### src/rtl/lcd_pkg.sv
// lcd_pkg: shared definitions for the SPI LCD receive model.
//   - ST7789-style command opcodes recognised by the decoder
//   - decoder state encoding
//   - default window end coordinates applied at reset / SWRESET
package lcd_pkg;

  localparam logic [7:0] CMD_SWRESET = 8'h01;
  localparam logic [7:0] CMD_SLPIN   = 8'h10;
  localparam logic [7:0] CMD_SLPOUT  = 8'h11;
  localparam logic [7:0] CMD_DISPOFF = 8'h28;
  localparam logic [7:0] CMD_DISPON  = 8'h29;
  localparam logic [7:0] CMD_CASET   = 8'h2A;
  localparam logic [7:0] CMD_RASET   = 8'h2B;
  localparam logic [7:0] CMD_RAMWR   = 8'h2C;

  localparam int DEF_XE = 239;
  localparam int DEF_YE = 319;

  typedef enum logic [2:0] {
    ST_IDLE,
    ST_CASET,
    ST_RASET,
    ST_RAMWR,
    ST_SKIP
  } dec_state_t;

endpackage

### src/rtl/lcd_spi_deser.sv
// lcd_spi_deser: bit-level front end of the SPI LCD receiver.
// Ports:
//   clk, rst        system clock, synchronous active-high reset
//   lcd_cs          chip select, active low
//   lcd_rs          command(0)/data(1) select
//   lcd_data        serial data, MSB first
//   byte_valid      high while the current edge will sample the 8th bit
//   rx_byte         the byte completed on that edge
//   dc              lcd_rs as seen on that edge
//   framing_error   high while the current edge sees cs released mid-byte
// All four outputs describe what happens on the upcoming clk edge, so the
// decoder can register its strobes on that same edge and keep the overall
// latency at one cycle after the final bit.
module lcd_spi_deser (
  input  logic       clk,
  input  logic       rst,
  input  logic       lcd_cs,
  input  logic       lcd_rs,
  input  logic       lcd_data,
  output logic       byte_valid,
  output logic [7:0] rx_byte,
  output logic       dc,
  output logic       framing_error
);

  logic [2:0] bit_cnt;
  // Only the first seven bits need storing; the eighth is the live input.
  logic [6:0] shift_reg;

  assign byte_valid    = !lcd_cs && (bit_cnt == 3'd7);
  assign rx_byte       = {shift_reg, lcd_data};
  assign dc            = lcd_rs;
  assign framing_error = lcd_cs && (bit_cnt != 3'd0);

  // Counter wraps from 7 to 0, so back-to-back bytes under one cs-low run
  // are framed without any gap. Releasing cs drops any partial byte.
  always_ff @(posedge clk) begin
    if (rst) begin
      bit_cnt   <= 3'd0;
      shift_reg <= 7'd0;
    end else if (!lcd_cs) begin
      shift_reg <= {shift_reg[5:0], lcd_data};
      bit_cnt   <= bit_cnt + 3'd1;
    end else begin
      bit_cnt <= 3'd0;
    end
  end

endmodule

### src/rtl/lcd_spi_rx.sv
// lcd_spi_rx: panel-side model of the 4-wire SPI LCD link.
// Decodes ST7789-style commands and turns RAMWR data into addressed
// RGB565 pixel writes within the CASET/RASET window.
// Ports:
//   clk, rst          system clock, synchronous active-high reset
//   lcd_resetn        panel reset (active low, synchronous), same as rst
//   lcd_cs/rs/data    SPI link: chip select, command/data, serial data
//   cmd_valid/byte    one-cycle strobe and value of each command byte
//   pixel_valid/x/y/data  one-cycle strobe for each written pixel
//   frame_done        pulses with the pixel that completes the window
//   sleep_out         level, set by SLPOUT, cleared by SLPIN/SWRESET
//   display_on        level, set by DISPON, cleared by DISPOFF/SWRESET
//   framing_error     one-cycle strobe, cs released mid-byte
module lcd_spi_rx #(
  parameter int COORD_W = 9,
  parameter int DEF_XE  = lcd_pkg::DEF_XE,
  parameter int DEF_YE  = lcd_pkg::DEF_YE
) (
  input  logic               clk,
  input  logic               rst,
  input  logic               lcd_resetn,
  input  logic               lcd_cs,
  input  logic               lcd_rs,
  input  logic               lcd_data,
  output logic               cmd_valid,
  output logic [7:0]         cmd_byte,
  output logic               pixel_valid,
  output logic [COORD_W-1:0] pixel_x,
  output logic [COORD_W-1:0] pixel_y,
  output logic [15:0]        pixel_data,
  output logic               frame_done,
  output logic               sleep_out,
  output logic               display_on,
  output logic               framing_error
);
  import lcd_pkg::*;

  localparam logic [COORD_W-1:0] XE_RST = COORD_W'(DEF_XE);
  localparam logic [COORD_W-1:0] YE_RST = COORD_W'(DEF_YE);

  logic       any_rst;
  logic       byte_valid;
  logic [7:0] rx_byte;
  logic       dc;
  logic       frame_err;

  assign any_rst = rst || !lcd_resetn;

  lcd_spi_deser u_deser (
    .clk           (clk),
    .rst           (any_rst),
    .lcd_cs        (lcd_cs),
    .lcd_rs        (lcd_rs),
    .lcd_data      (lcd_data),
    .byte_valid    (byte_valid),
    .rx_byte       (rx_byte),
    .dc            (dc),
    .framing_error (frame_err)
  );

  dec_state_t         state;
  logic [2:0]         param_idx;
  logic [7:0]         p0, p1, p2;
  logic [7:0]         hi_byte;
  logic               phase_lo;
  logic [COORD_W-1:0] xs, xe, ys, ye;
  logic [COORD_W-1:0] cur_x, cur_y;

  // Using >= rather than == keeps the cursor inside the legal range even
  // when the window is inverted (start > end): it simply wraps each pixel.
  logic x_wrap, y_wrap;
  assign x_wrap = cur_x >= xe;
  assign y_wrap = cur_y >= ye;

  always_ff @(posedge clk) begin
    if (any_rst) begin
      state         <= ST_IDLE;
      param_idx     <= 3'd0;
      p0            <= 8'd0;
      p1            <= 8'd0;
      p2            <= 8'd0;
      hi_byte       <= 8'd0;
      phase_lo      <= 1'b0;
      xs            <= '0;
      xe            <= XE_RST;
      ys            <= '0;
      ye            <= YE_RST;
      cur_x         <= '0;
      cur_y         <= '0;
      cmd_valid     <= 1'b0;
      cmd_byte      <= 8'd0;
      pixel_valid   <= 1'b0;
      pixel_x       <= '0;
      pixel_y       <= '0;
      pixel_data    <= 16'd0;
      frame_done    <= 1'b0;
      sleep_out     <= 1'b0;
      display_on    <= 1'b0;
      framing_error <= 1'b0;
    end else begin
      cmd_valid     <= 1'b0;
      pixel_valid   <= 1'b0;
      frame_done    <= 1'b0;
      framing_error <= frame_err;
      if (byte_valid && !dc) begin
        // Every command aborts whatever parameter/pixel transfer was open.
        cmd_valid <= 1'b1;
        cmd_byte  <= rx_byte;
        param_idx <= 3'd0;
        phase_lo  <= 1'b0;
        state     <= ST_IDLE;
        case (rx_byte)
          CMD_CASET: state <= ST_CASET;
          CMD_RASET: state <= ST_RASET;
          CMD_RAMWR: begin
            state <= ST_RAMWR;
            cur_x <= xs;
            cur_y <= ys;
          end
          CMD_SLPOUT:  sleep_out  <= 1'b1;
          CMD_SLPIN:   sleep_out  <= 1'b0;
          CMD_DISPON:  display_on <= 1'b1;
          CMD_DISPOFF: display_on <= 1'b0;
          CMD_SWRESET: begin
            xs         <= '0;
            xe         <= XE_RST;
            ys         <= '0;
            ye         <= YE_RST;
            sleep_out  <= 1'b0;
            display_on <= 1'b0;
          end
          default: state <= ST_SKIP;
        endcase
      end else if (byte_valid) begin
        case (state)
          ST_CASET, ST_RASET: begin
            // Start and end are only committed once all four parameters
            // arrived, so a short parameter list leaves the window intact.
            case (param_idx)
              3'd0: p0 <= rx_byte;
              3'd1: p1 <= rx_byte;
              3'd2: p2 <= rx_byte;
              3'd3: begin
                if (state == ST_CASET) begin
                  xs <= COORD_W'({p0, p1});
                  xe <= COORD_W'({p2, rx_byte});
                end else begin
                  ys <= COORD_W'({p0, p1});
                  ye <= COORD_W'({p2, rx_byte});
                end
              end
              default: ;
            endcase
            if (param_idx != 3'd4) param_idx <= param_idx + 3'd1;
          end
          ST_RAMWR: begin
            if (!phase_lo) begin
              hi_byte  <= rx_byte;
              phase_lo <= 1'b1;
            end else begin
              pixel_valid <= 1'b1;
              pixel_data  <= {hi_byte, rx_byte};
              pixel_x     <= cur_x;
              pixel_y     <= cur_y;
              phase_lo    <= 1'b0;
              if (x_wrap) begin
                cur_x <= xs;
                if (y_wrap) begin
                  cur_y      <= ys;
                  frame_done <= 1'b1;
                end else begin
                  cur_y <= cur_y + COORD_W'(1);
                end
              end else begin
                cur_x <= cur_x + COORD_W'(1);
              end
            end
          end
          default: ;
        endcase
      end
    end
  end

endmodule

### config.mk
export PLATFORM = sky130hd
export DESIGN_NAME = lcd_spi_rx
export DESIGN_NICKNAME = d
export VERILOG_FILES = /design/src/rtl/lcd_pkg.sv /design/src/rtl/lcd_spi_deser.sv /design/src/rtl/lcd_spi_rx.sv
export SDC_FILE = /design/constraint.sdc
export NUM_CORES = 1
export LEC_CHECK = 0
export ABC_AREA = 1
export CORE_UTILIZATION = 62
export DETAILED_ROUTE_END_ITERATION = 6
export PLACE_DENSITY = 0.84
export SETUP_SLACK_MARGIN = 0.2
export SYNTH_ARGS = -nofsm -noshare
export SYNTH_HDL_FRONTEND = slang
export SYNTH_SLANG_ARGS = --single-unit
export TNS_END_PERCENT = 30
### constraint.sdc
create_clock -name clk -period 2.6 [get_ports clk]
set_input_delay 0.65 -clock clk [delete_from_list [all_inputs] [get_ports clk]]
set_output_delay 0.65 -clock clk [all_outputs]
set_load 0.02 [all_outputs]
==> results.json, run 1 <==
{
  "die_w_um": 102.7,
  "grt_pass1_wl_um": 25880,
  "timing.rr.end": "cur_y[3]",
  "yosysTopAreaCell": "dfxtp_1",
  "globalRouteOverflowTotal": 0,
  "coreArea_um2": 9819,
  "netlist_instances": 852,
  "postCtsSetupBuffers": 0,
  "fin_crit_ns": 2.234,
  "antenna_found_initial": 0,
  "drv_cap": 0,
  "power_density_nw_per_um2": 597.9,
  "slew_headroom": 0.6539,
  "firstDrtPassIters": 6,
  "cts.path.max_buffers": 2,
  "ir_drop_v": 0.0004531,
  "dp_hpwl_um": 11140,
  "dieArea_um2": 10540,
  "top_register": "pixel_data",
  "worstHoldStart": "u_deser.bit_cnt[0]",
  "use_met1": 0.3754,
  "cts_resized": 0,
  "end_kind": "flop",
  "yosys_warnings": 0,
  "cts_made_buffers": 17,
  "rows": 36,
  "final_common_cell": "nand2_1",
  "async_reset_ff_frac": 0,
  "wl_per_cell_um": 15.22,
  "finalHoldViolCount": 0,
  "grt_use_met2": 0.5462,
  "status": "finished clean",
  "tightest_slew_ns": 0.5178,
  "ff2ff_path_depth": 10,
  "nFillCells": 738,
  "timing.final.crit_share": 0.8593,
  "crit_type": "reg2reg",
  "ys_ff_latch": 137,
  "path_max_fanout": 11,
  "drc": 0,
  "whs_path_depth": 1,
  "cts_tree": "yes",
  "ys_top_cells_by_area": "dfxtp_1 44%, nand2_1 11%, o21ai_0 6.1%, a21oi_1 5.7%, inv_1 5.6%",
  "vias": 5987,
  "via_per_inst": 5.702,
  "largest_register_ffs": 16,
  "grt_max_degree": 51,
  "netlist.area_leader.share": 0.4366,
  "yosysSeqAreaShare": 0.4366,
  "final_cell_count_no_fill": 1050,
  "cts.sinks": 137,
  "dp_cells": 1018,
  "portBuffers": 53,
  "synth_edf_count": 0,
  "r2r_setup_slack_ns": 0.37,
  "rsz0062_at_grt": "false",
  "finalWirelength_um": 15980,
  "r2r-start": "cur_y[4]",
  "ctsRootBufferMaster": "clkbuf_8",
  "syn2layout_area_growth_pct": 18.80,
  "initial_core_util": 0.6398,
  "ant_nets": 0,
  "synth_area_um2": 6282,
  "layout_common_cells": "181 x nand2_1, 137 x dfxtp_1, 94 x inv_1",
  "gp_congestion": 0.8985,
  "first_iter_violations": 486,
  "final_max_slew_viol_count": 0,
  "drive_gt1_frac": 0.08942,
  "die_h_um": 102.7,
  "setup_viol": 0,
  "yosysUniqueCellTypes": 35,
  "fmax_mhz": 447.6,
  "diodes": 0,
  "io_pins": 54,
  "cts-htree-levels": 4,
  "grt_pass1_vias": 5678,
  "fin_skew_ns": 0.008861,
  "postCtsHoldBufs": 0,
  "worstPathArrival_ns": 2.65,
  "hold_path_end": "u_deser.bit_cnt[0]",
  "clkLatencyLatePin_ns": 0.52,
  "path_clk_slew_ns": 0.06,
  "grtUsageTotal": 0.3208,
  "synthFlopType": "dfxtp_1",
  "syn_nets": 886,
  "worstPathRequired_ns": 3.01,
  "busiest_layer": "met2",
  "layout.nets": 938,
  "gr-usage-met3": 0.07051,
  "p_leak_uw": 0.003366,
  "avgSynthCellArea_um2": 7.374,
  "tns_ns": 0,
  "startpoint_type": "flop",
  "hold_class": "reg2reg"
}
cell families after synthesis:
family | Yosys count | synth area share
AOI/OAI and AO/OA | 163 | 0.1332
xor gates and xnor gates | 5 | 0.006970
buffers and inverters | 143 | 0.09878
and+or+nand+nor | 376 | 0.2687
adders and majority gates | 28 | 0.05577
DFF | 137 | 0.4366
report_power, final:
part | switching [µW] | total [µW] | internal (µW)
Combinational | 58.5 | 83.4 | 24.9
Sequential | 1.49 | 2100 | 2100
Clock | 964 | 2280 | 1310
Total | 1020 | 4460 | 3440
cell type report:
class / instances / area, µm² / share of cell area
flip-flops and latches: 137 / 2743 / 0.3675
multi-input cells: 572 / 2929 / 0.3925
repair buffers: 69 / 650.6 / 0.08718
clock buffers: 18 / 427.9 / 0.05733
inverters: 107 / 411.6 / 0.05516
clock inverters: 14 / 135.1 / 0.01811
well taps: 133 / 166.4 / 0.02230
how the worst max path moves through the flow:
stage / startpoint / end / slack (ns) / cells past startpoint
after floorplan: cur_y[4] / cur_y[7] / 0.87 / 11
after global placement: lcd_cs / cur_x[7] / 0.17 / 11
after detailed placement: lcd_cs / pixel_data[3] / 0.11 / 9
after CTS: cur_y[4] / cur_y[3] / 0.30 / 10
after global routing: cur_y[4] / cur_y[7] / 0.25 / 10
final: cur_y[4] / cur_y[3] / 0.37 / 10
layer usage:
| metal | vias up | share of wire |
|---|---|---|
| met5 | - | 0 |
| met4 | 0 | 0.037 |
| met3 | 71 | 0.066 |
| met2 | 289 | 0.50 |
| met1 | 2752 | 0.40 |
| li1 | 2875 | - |
stage by stage:
| stage | utilization | hold WS (ns) | total power, µW | instance area, µm² | worst slack [ns] |
|---|---|---|---|---|---|
| after floorplan | - | 0.4173 | 2198 | 6282 | 0.8745 |
| after global placement | 0.7022 | 0.4288 | 2227 | 6895 | 0.1679 |
| after detailed placement | 0.7022 | 0.4362 | 2229 | 6895 | 0.1145 |
| after CTS | 0.7596 | 0.4474 | 4465 | 7458 | 0.3045 |
| after global routing | 0.7601 | 0.4772 | 4572 | 7463 | 0.2512 |
| final | 0.7601 | 0.4476 | 4463 | 7463 | 0.3658 |
cell usage after synthesis, types with 2 or more instances:
library cell	number
o21ai_0	77
nand2_4	2
nor2b_1	7
nor2_2	5
nor3_2	4
buf_6	4
buf_4	3
nor3_1	2
o21ai_1	3
nand2_1	181
inv_2	10
buf_2	17
a21oi_1	71
o22ai_1	8
dfxtp_1	137
nand4_1	28
nand3_1	61
nand2_2	5
inv_1	94
xor2_1	5
nor2_4	3
nor2_1	76
clkbuf_1	10
ha_1	28
worst max-delay path, cell delays in order (launching register included):
cell and delay, ns:
dfxtp_1 0.48, ha_1 0.31, nand2_1 0.07, inv_1 0.06, nand3_1 0.06, nor2_1 0.07
nor2_2 0.39, nand3_2 0.31, nand2_1 0.14, nand3_1 0.09, nor2b_1 0.15
Note: power is estimated with default switching activity, not from simulation.
==> inputs of run 2 (changes only) <==
--- a/config.mk
+++ b/config.mk
@@ -6,9 +6,10 @@
 export NUM_CORES = 1
 export LEC_CHECK = 0
 export ABC_AREA = 1
-export CORE_UTILIZATION = 62
+export CORE_UTILIZATION = 65
+export CTS_BUF_LIST = sky130_fd_sc_hd__clkbuf_4 sky130_fd_sc_hd__clkbuf_8
 export DETAILED_ROUTE_END_ITERATION = 6
-export PLACE_DENSITY = 0.84
+export PLACE_DENSITY = 0.87
 export SETUP_SLACK_MARGIN = 0.2
 export SYNTH_ARGS = -nofsm -noshare
 export SYNTH_HDL_FRONTEND = slang
==> run 2 against run 1 <==
Compared with the run above:
- die area shrank 4.5%
- sequential power is essentially flat
- largest power group is now sequential cells
- worst hold slack gained 0.018 ns
- largest cell class unchanged
- critical endpoint is now pixel_data[13]
- via count is essentially flat
==> results.json, run 2 (synthesized netlist as in run 1, its figures left out) <==
{
  "path_cells": "ha_1, ha_1, nand2_2, nor2_2, nand2_2, nor2_4, buf_4, o21ai_0, a21oi_1",
  "globalRouteOverflowTotal": 0,
  "ant_nets": 0,
  "grt_pass1_wl_um": 27170,
  "vias": 5984,
  "cts_resized": 0,
  "dieArea_um2": 10060,
  "finalWirelength_um": 16280,
  "multiInputGateArea_um2": 2924,
  "setup_viol": 0,
  "postCtsSetupBuffers": 0,
  "startpoint_type": "flop",
  "initial_core_util": 0.6767,
  "path_max_fanout": 43,
  "end_kind": "flop",
  "firstDrtPassIters": 6,
  "tightest_slew_ns": 0.4727,
  "max_stage_delay_ns": 0.39,
  "via_per_inst": 5.726,
  "grtUsageTotal": 0.3441,
  "io_pins": 54,
  "cp_slowest_cell": "buf_4",
  "ctsRootBufferMaster": "clkbuf_8",
  "slew_headroom": 0.6840,
  "largest_register_ffs": 16,
  "r2r_setup_slack_ns": 0.39,
  "finalHoldViolCount": 0,
  "dp_hpwl_um": 11020,
  "postCtsHoldBufs": 0,
  "final_cell_count_no_fill": 1045,
  "cts_tree": "yes",
  "crit_type": "reg2reg",
  "nFillCells": 633,
  "power_density_nw_per_um2": 553.9,
  "first_iter_violations": 425,
  "hold_class": "reg2reg",
  "clkLatencyLatePin_ns": 0.45,
  "fmax_mhz": 452.5,
  "p_leak_uw": 0.003302,
  "worstPathArrival_ns": 2.59,
  "antenna_found_initial": 0,
  "status": "finished clean",
  "layout_common_cells": "181 x nand2_1, 137 x dfxtp_1, 94 x inv_1",
  "final_common_cell": "nand2_1",
  "top_register": "pixel_data",
  "path_clk_slew_ns": 0.09,
  "final_max_slew_viol_count": 0,
  "gp_congestion": 0.9655,
  "rows": 35,
  "cts.path.max_buffers": 2,
  "portBuffers": 53,
  "cts.sinks": 137,
  "die_w_um": 100.3,
  "drc": 0,
  "cts-htree-levels": 4,
  "grt_pass1_vias": 5864,
  "cts_made_buffers": 17,
  "seqCellArea_um2": 2743,
  "coreArea_um2": 9284,
  "grt_max_degree": 103,
  "ir_drop_v": 0.0005480,
  "rsz0062_at_grt": "false",
  "tns_ns": 0,
  "syn2layout_area_growth_pct": 16.51,
  "drv_cap": 0,
  "diodes": 0,
  "wl_per_cell_um": 15.58,
  "drive_gt1_frac": 0.08734,
  "fin_skew_ns": 0.01428,
  "timing.final.crit_share": 0.8500,
  "die_h_um": 100.3,
  "dp_cells": 1013,
  "worstPathRequired_ns": 2.98,
  "fin_crit_ns": 2.210,
  "layout.nets": 937
}
## run 2: changes by cell type in the layout (fill, tap and decap cells not counted), moves of 2 or more
cell / before / now
clkbuf_16: 16 / 0
clkbuf_8: 2 / 18
clkinvlp_4: 4 / 1
buf_4: 16 / 14
inv_8: 0 / 2
## run 2: area by class of cell
| class | count | area share |
|---|---|---|
| Clock buffer | 18 | 0.03385 |
| Clock inverter | 14 | 0.02410 |
| Inverter | 107 | 0.05624 |
| Multi-Input combinational cell | 572 | 0.3995 |
| Sequential cell | 137 | 0.3747 |
| Tap cell | 129 | 0.02205 |
| Timing Repair Buffer | 68 | 0.08957 |
## run 2: per-layer routing
metal / vias up / GRT usage / routed length [µm]
li1: 2870 / - / -
met1: 2742 / 0.4006 / 6290
met2: 280 / 0.5738 / 7943
met3: 92 / 0.08217 / 1193
met4: 0 / 0.2096 / 850
met5: - / 0 / 0
## run 2: metrics by stage
| step | instance area (µm²) | power (µW) | utilization | worst slack, ns | hold WS [ns] |
|---|---|---|---|---|---|
| 6_report | 7320 | 4054 | 0.7884 | 0.3899 | 0.4660 |
| 2_1_floorplan | 6282 | 2198 | - | 0.8745 | 0.4173 |
| 4_1_cts | 7320 | 4046 | 0.7884 | 0.3994 | 0.4643 |
| 3_3_place_gp | 6895 | 2226 | 0.7427 | 0.1382 | 0.4310 |
| 3_5_place_dp | 6895 | 2229 | 0.7427 | 0.009905 | 0.4449 |
| 5_1_grt | 7320 | 4162 | 0.7884 | 0.2370 | 0.4820 |
## run 2: power by group
part           switching (µW)  total (µW)  internal [µW]
Combinational            59.7        83.8           24.1
Clock                     952        1870            920
Sequential               1.43        2100           2100
## run 2: path summary, 6_finish.rpt
kind                 startpoint            endpoint  cells after the start
max          u_deser.bit_cnt[0]      pixel_data[13]                      9
max reg2reg  u_deser.bit_cnt[0]      pixel_data[13]                      9
min          u_deser.bit_cnt[0]  u_deser.bit_cnt[0]                      1
min reg2reg  u_deser.bit_cnt[0]  u_deser.bit_cnt[0]                      1
## run 2: critical path, delay by kind of cell (launching register included)
family	cells	cell delay, ns
flip-flops	1	0.37
buffers and inverters	1	0.39
AND/OR/NAND/NOR	4	0.65
AO/OA/AOI/OAI	2	0.36
adder cells (fa/ha/maj)	2	0.37
